## src/rtl/wb_pkg.sv

```systemverilog
// Shared definitions for the write-back stage: RV64 major opcodes and the
// result class each opcode selects for the register-file write.
package wb_pkg;

    localparam logic [6:0] OP_LOAD     = 7'b0000011;
    localparam logic [6:0] OP_STORE    = 7'b0100011;
    localparam logic [6:0] OP_BRANCH   = 7'b1100011;
    localparam logic [6:0] OP_JAL      = 7'b1101111;
    localparam logic [6:0] OP_JALR     = 7'b1100111;
    localparam logic [6:0] OP_OP       = 7'b0110011;
    localparam logic [6:0] OP_OP_IMM   = 7'b0010011;
    localparam logic [6:0] OP_OP_W     = 7'b0111011;
    localparam logic [6:0] OP_OP_IMM_W = 7'b0011011;
    localparam logic [6:0] OP_LUI      = 7'b0110111;
    localparam logic [6:0] OP_AUIPC    = 7'b0010111;
    localparam logic [6:0] OP_FENCE    = 7'b0001111;
    localparam logic [6:0] OP_SYSTEM   = 7'b1110011;

    typedef enum logic [2:0] {
        WB_NONE,
        WB_ALU,
        WB_ALU_W,
        WB_LOAD,
        WB_LINK
    } wb_class_e;

    // Map an opcode to the source of its write-back value.
    function automatic wb_class_e classify(input logic [6:0] opcode);
        case (opcode)
            OP_OP, OP_OP_IMM, OP_AUIPC, OP_LUI:         return WB_ALU;
            OP_OP_W, OP_OP_IMM_W:                       return WB_ALU_W;
            OP_LOAD:                                    return WB_LOAD;
            OP_JAL, OP_JALR:                            return WB_LINK;
            OP_STORE, OP_BRANCH, OP_FENCE, OP_SYSTEM:   return WB_NONE;
            default:                                    return WB_NONE;
        endcase
    endfunction

endpackage

```

## src/rtl/wb_result_sel.sv

```systemverilog
// Per-opcode result selection for the granted completion: picks ALU, word-op
// sign-extended ALU, load data or the pc+4 link value, and decides whether
// the register file is written at all (x0 writes are dropped).
module wb_result_sel
    import wb_pkg::*;
#(
    parameter int XLEN      = 64,
    parameter int REG_IDX_W = 5
) (
    input  logic [6:0]           opcode,
    input  logic [REG_IDX_W-1:0] rd,
    input  logic [XLEN-1:0]      alu,
    input  logic [XLEN-1:0]      load,
    input  logic [XLEN-1:0]      pc,
    output logic                 we,
    output logic [XLEN-1:0]      data
);

    wb_class_e cls;

    // Classify the opcode and build the write value and enable.
    always_comb begin
        // NOTE: every output of a combinational block gets a default first so no path can infer a latch.
        data = '0;
        cls  = classify(opcode);
        case (cls)
            WB_ALU:   data = alu;
            WB_ALU_W: data = {{(XLEN-32){alu[31]}}, alu[31:0]};
            WB_LOAD:  data = load;
            WB_LINK:  data = pc + XLEN'(4);
            default:  data = '0;
        endcase
        we = (cls != WB_NONE) && (rd != '0);
    end

endmodule

```

## src/rtl/wb_arbiter.sv

```systemverilog
// Multi-source write-back stage: round-robin arbitration of NUM_SRC completion
// sources onto the single register-file write port, registered write/retire
// outputs, and an optional retired-instruction counter enabled by the
// WB_RETIRE_CNT_EN macro.
module wb_arbiter
    import wb_pkg::*;
#(
    parameter  int XLEN      = 64,
    parameter  int NUM_SRC   = 2,
    parameter  int REG_IDX_W = 5,
    localparam int SRC_W     = (NUM_SRC > 1) ? $clog2(NUM_SRC) : 1
) (
    input  logic                           clk,
    input  logic                           reset,
    input  logic [NUM_SRC-1:0]             src_valid,
    output logic [NUM_SRC-1:0]             src_ready,
    input  logic [NUM_SRC*7-1:0]           src_opcode,
    input  logic [NUM_SRC*REG_IDX_W-1:0]   src_rd,
    input  logic [NUM_SRC*XLEN-1:0]        src_alu,
    input  logic [NUM_SRC*XLEN-1:0]        src_load,
    input  logic [NUM_SRC*XLEN-1:0]        src_pc,
`ifdef WB_RETIRE_CNT_EN
    output logic [63:0]                    retired_count,
`endif
    output logic                           rf_we,
    output logic [REG_IDX_W-1:0]           rf_waddr,
    output logic [XLEN-1:0]                rf_wdata,
    output logic                           retire_valid,
    output logic [SRC_W-1:0]               retire_src
);

    logic [SRC_W-1:0]     rr_ptr;
    logic                 gnt_valid;
    logic [SRC_W-1:0]     gnt_idx;
    logic [SRC_W-1:0]     next_ptr;
    int                   scan_idx;

    logic [6:0]           gnt_opcode;
    logic [REG_IDX_W-1:0] gnt_rd;
    logic [XLEN-1:0]      gnt_alu;
    logic [XLEN-1:0]      gnt_load;
    logic [XLEN-1:0]      gnt_pc;
    logic                 sel_we;
    logic [XLEN-1:0]      sel_data;

    // Grant the first valid source at or after rr_ptr, wrapping; nothing during reset.
    always_comb begin
        gnt_valid = 1'b0;
        gnt_idx   = '0;
        scan_idx  = 0;
        src_ready = '0;
        if (!reset) begin
            for (int k = 0; k < NUM_SRC; k++) begin
                scan_idx = (int'(rr_ptr) + k) % NUM_SRC;
                if (!gnt_valid && src_valid[scan_idx]) begin
                    gnt_valid = 1'b1;
                    gnt_idx   = SRC_W'(scan_idx);
                end
            end
        end
        if (gnt_valid) begin
            src_ready[gnt_idx] = 1'b1;
        end
    end

    // Pointer moves to the source just after the winner so contention rotates.
    assign next_ptr = (gnt_idx == SRC_W'(NUM_SRC - 1)) ? '0 : gnt_idx + 1'b1;

    // Route the granted source's payload into the single result selector.
    assign gnt_opcode = src_opcode[int'(gnt_idx)*7 +: 7];
    assign gnt_rd     = src_rd[int'(gnt_idx)*REG_IDX_W +: REG_IDX_W];
    assign gnt_alu    = src_alu[int'(gnt_idx)*XLEN +: XLEN];
    assign gnt_load   = src_load[int'(gnt_idx)*XLEN +: XLEN];
    assign gnt_pc     = src_pc[int'(gnt_idx)*XLEN +: XLEN];

    wb_result_sel #(
        .XLEN      (XLEN),
        .REG_IDX_W (REG_IDX_W)
    ) u_result_sel (
        .opcode (gnt_opcode),
        .rd     (gnt_rd),
        .alu    (gnt_alu),
        .load   (gnt_load),
        .pc     (gnt_pc),
        .we     (sel_we),
        .data   (sel_data)
    );

    // Output register and arbitration pointer; address/data hold when idle.
    always_ff @(posedge clk) begin
        // NOTE: reset is synchronous and active-high, so it is tested inside the clocked branch, not in the sensitivity list.
        if (reset) begin
            rr_ptr       <= '0;
            rf_we        <= 1'b0;
            rf_waddr     <= '0;
            rf_wdata     <= '0;
            retire_valid <= 1'b0;
            retire_src   <= '0;
        end else begin
            // NOTE: sequential state uses non-blocking assignments so every register samples pre-edge values.
            rf_we        <= gnt_valid & sel_we;
            retire_valid <= gnt_valid;
            if (gnt_valid) begin
                rr_ptr     <= next_ptr;
                rf_waddr   <= gnt_rd;
                rf_wdata   <= sel_data;
                retire_src <= gnt_idx;
            end
        end
    end

`ifdef WB_RETIRE_CNT_EN
    // Count every cycle with a registered retirement; wraps naturally at 2^64.
    always_ff @(posedge clk) begin
        if (reset) begin
            retired_count <= '0;
        end else if (retire_valid) begin
            retired_count <= retired_count + 64'd1;
        end
    end
`endif

endmodule

```

## config.mk

```make
export PLATFORM = sky130hd
export DESIGN_NAME = wb_arbiter
export DESIGN_NICKNAME = d
export VERILOG_FILES = /design/src/rtl/wb_pkg.sv /design/src/rtl/wb_result_sel.sv /design/src/rtl/wb_arbiter.sv
export SDC_FILE = /design/constraint.sdc
export NUM_CORES = 1
export LEC_CHECK = 0
export CORE_AREA = 4 4 190 192
export CTS_CLUSTER_DIAMETER = 60
export DETAILED_ROUTE_END_ITERATION = 16
export DIE_AREA = 0 0 194 196
export PLACE_DENSITY_LB_ADDON = 0.2
export SLEW_MARGIN = 40
export SYNTH_ARGS = -nofsm -noshare
export SYNTH_HDL_FRONTEND = slang
export SYNTH_SLANG_ARGS = --single-unit
export TNS_END_PERCENT = 100
```

## constraint.sdc

```tcl
create_clock -name clk -period 5.66 [get_ports clk]
set_input_delay 0.849 -clock clk [delete_from_list [all_inputs] [get_ports clk]]
set_output_delay 0.849 -clock clk [all_outputs]
set_load 0.02 [all_outputs]
```

==> impl_metrics.toml <==
[setup_path]
cp_max_fo = 26
rrSetupSlack_ns = 1.97
cp.arrival_ns = 4.78
cp.required_ns = 5.86
path_class = "input port to register"
rr_startpoint = "rr_ptr$_SDFFE_PP0P_"
crit_start = "src_valid[1]"
rr_worst_depth = 13
max_stage_delay_ns = 0.64
critPathLaunchType = "input port"
r2r_end = "rf_wdata[50]$_SDFFE_PP0P_"
worst_path_most_repeated_cell = "nand2_1"
critPathSlowestCell = "clkdlybuf4s50_1"
end_kind = "register"
crit_path_cell_trace = "clkdlybuf4s50_1, nor2b_2, nand2_4, inv_6, nand2_1, nand2_1, ha_1, nand3_1, or2_2, o32ai_1, nand4_1, or4_1, xnor2_1, o221ai_1"

[clock_tree]
post-cts-setup-buffers = 0
cts_tree = "yes"
postCtsHoldBufs = 0
cts_max_level = 3
clkTransAtPathRegs_ns = 0.06
clock_sinks = 73
postCtsResizedCells = 0
insertion_delay_ns = 0.35
ctsLongestPathBuffers = 2
root_buffer = "clkbuf_16"
cts_made_buffers = 9

[global_routing]
gr-total-overflow = 0
gr-usage-met2 = 0.446
grt_pass1_vias = 11262
top_usage_layer = "met2"
grt_usage = 0.269
grt_util_met1 = 0.369
grt_pass1_wl_mm = 77.9
antenna_found_initial = 5
use_met3 = 0.0532
grt_max_degree = 97

[sta]
drv_slew = 0
fin_skew_ns = 0.00541
setup_viol = 0
fin_ws_ns = 1.08
fin_crit_sh = 0.810
finalHoldViolCount = 0
rsz0062_at_grt = "no"
slew_headroom = 0.420
period_needed_ns = 4.58
max_slew.worst_pin.slew_ns = 0.868
tns_ns = 0
max_clock_freq_ghz = 0.218

[placed_design]
place_ws_ns = 0.749
io_buffers = 485
place_hpwl_mm = 44.6
dpl_cell_area_sq_um = 13600
gp_congestion = 0.943

[synthesis]
syn_nets = 1602
ys.flop_type = "dfxtp_1"
synth_area_sq_um = 8230
yosysSeqAreaShare = 0.178
syn_inst = 1189
async_reset_ff_frac = 0
yosysUniqueCellTypes = 77
synth_edf_count = 0
syn_area_per_cell_sq_um = 6.92
synth_seq_cells = 73
yosys_warnings = 0

[layout]
fin_nets = 2033
drive_gt1_frac = 0.0517
fillCellCount = 3588
final_common_cell = "clkdlybuf4s50_1"
final_cell_area_sq_um = 13900
final_cell_mix = "clkdlybuf4s50_1 (484), nand2_1 (231), mux2i_1 (106)"
synthToLayoutAreaGrowth_pct = 68.4

[power]
total_power_mw = 1.82
pwr-share-comb = 0.390
swShare = 0.333
clkPwrFrac = 0.318
p_leak_nw = 5.05
seq_power_share = 0.291
p_per_area_nw_per_um2 = 131
power_switching_uw = 608
peakVddDrop_mv = 0.126
p_int_mw = 1.21

[detailed_routing]
drt_iter0_drc = 859
totalWireLength_mm = 54.5
first_pass_iters = 6
dr_total_vias = 11544
ant_nets = 0
wire_per_inst_um = 26.1
drc = 0
viasPerCell = 5.54

[die]
fp.dieH_um = 196
ios = 486
rows = 68
start_util = 0.239
coreArea_sq_um = 34400
dieArea_sq_um = 38000
die_w_um = 194

[min_path]
min_from = "retire_src$_SDFFE_PP0P_"
worst_hold_path_type = "register to register"
holdPathStages = 2
hold_path_end = "retire_src$_SDFFE_PP0P_"

[status]
status = "complete, no violations"

[flow_run]
cap_violations = 0
## worst max-delay path, delay by kind of cell
kind / cells / cell delay (ns)
buf+inv: 2 / 0.89
fa+ha+maj: 1 / 0.21
xor+xnor: 1 / 0.17
compound gates: 2 / 0.62
simple gates: 8 / 2.02
## flip-flops by register name (all words and copies together) (netlist names)
| register | cells |
|---|---|
| retire_src | 1 |
| retire_valid | 1 |
| rf_waddr | 5 |
| rf_wdata | 64 |
| rf_we | 1 |
| rr_ptr | 1 |
## cell usage after synthesis, drive strengths merged, types with 10 or more instances
| master | n | share of area |
|---|---|---|
| a31oi | 14 | 0.011 |
| and4 | 13 | 0.014 |
| o221ai | 16 | 0.017 |
| or4 | 10 | 0.010 |
| dfxtp | 73 | 0.18 |
| xor2 | 21 | 0.022 |
| buf | 40 | 0.025 |
| o21ai | 67 | 0.041 |
| xnor2 | 34 | 0.036 |
| nor4 | 13 | 0.011 |
| a22oi | 19 | 0.017 |
| and3 | 20 | 0.015 |
| nor3 | 35 | 0.021 |
| nand2 | 233 | 0.11 |
| o22ai | 26 | 0.020 |
| mux2i | 107 | 0.13 |
| clkbuf | 55 | 0.025 |
| nand3 | 42 | 0.026 |
| a2111oi | 18 | 0.020 |
| nor2 | 52 | 0.024 |
| a21oi | 95 | 0.058 |
| nand4 | 48 | 0.037 |
## how the worst max path moves through the flow
stage                                      endpoint  cells after the start  slack [ns]
final                     rf_wdata[50]$_SDFFE_PP0P_                     14        1.08
after global routing      rf_wdata[50]$_SDFFE_PP0P_                     14        0.88
after CTS                 rf_wdata[50]$_SDFFE_PP0P_                     14        1.11
after floorplan           rf_wdata[30]$_SDFFE_PP0P_                     20        0.77
after global placement    rf_wdata[46]$_SDFFE_PP0P_                     14        0.85
after detailed placement  rf_wdata[50]$_SDFFE_PP0P_                     14        0.75
## final cells by class
type | instances | area [sq um] | share of cell area
multi-input cells | 1013 | 6410 | 0.463
repair buffers | 515 | 5090 | 0.367
flip-flops and latches | 73 | 1460 | 0.105
well taps | 455 | 569 | 0.0411
clock buffers | 10 | 239 | 0.0172
clock inverters | 6 | 42.5 | 0.00307
inverters | 8 | 35.0 | 0.00253
diodes | 5 | 12.5 | 0.000903
## metal layers
layer  part of all wire  wire length (um)  vias up
li1                   -                 -     5351
met1               0.44             24100     5611
met2               0.47             25700      557
met3              0.075              4070       25
met4              0.010               556        0
met5                  0                 0        -
## metrics by stage
step	hold WS, ns	std cells	util
floorplan	0.458	1189	-
global placement	0.433	2064	0.394
detailed placement	0.435	2064	0.394
CTS	0.444	2080	0.403
global route	0.494	2084	0.403
finish	0.442	2085	0.403
## logic make-up (layout without fill, tap and decap cells)
kind of cell | Yosys count | count (layout) | share of synthesized area
flip-flops | 73 | 73 | 0.178
multiplexers | 114 | 114 | 0.140
AO/OA/AOI/OAI | 333 | 333 | 0.265
other | 0 | 5 | 0
adder cells (fa/ha/maj) | 1 | 1 | 0.00152
buffers and inverters | 103 | 539 | 0.0537
XOR/XNOR | 55 | 55 | 0.0585
AND/OR/NAND/NOR | 510 | 510 | 0.304
## power groups by stage
stage          logic (mW)  clock network [mW]  registers (mW)
2_1_floorplan       0.239                   0           0.554
3_3_place_gp        0.703                   0           0.543
3_5_place_dp        0.705                   0           0.543
4_1_cts             0.708               0.589           0.531
5_1_grt             0.757               0.609           0.532
6_report            0.712               0.580           0.531
No activity file was read; power rests on OpenSTA's default activity.
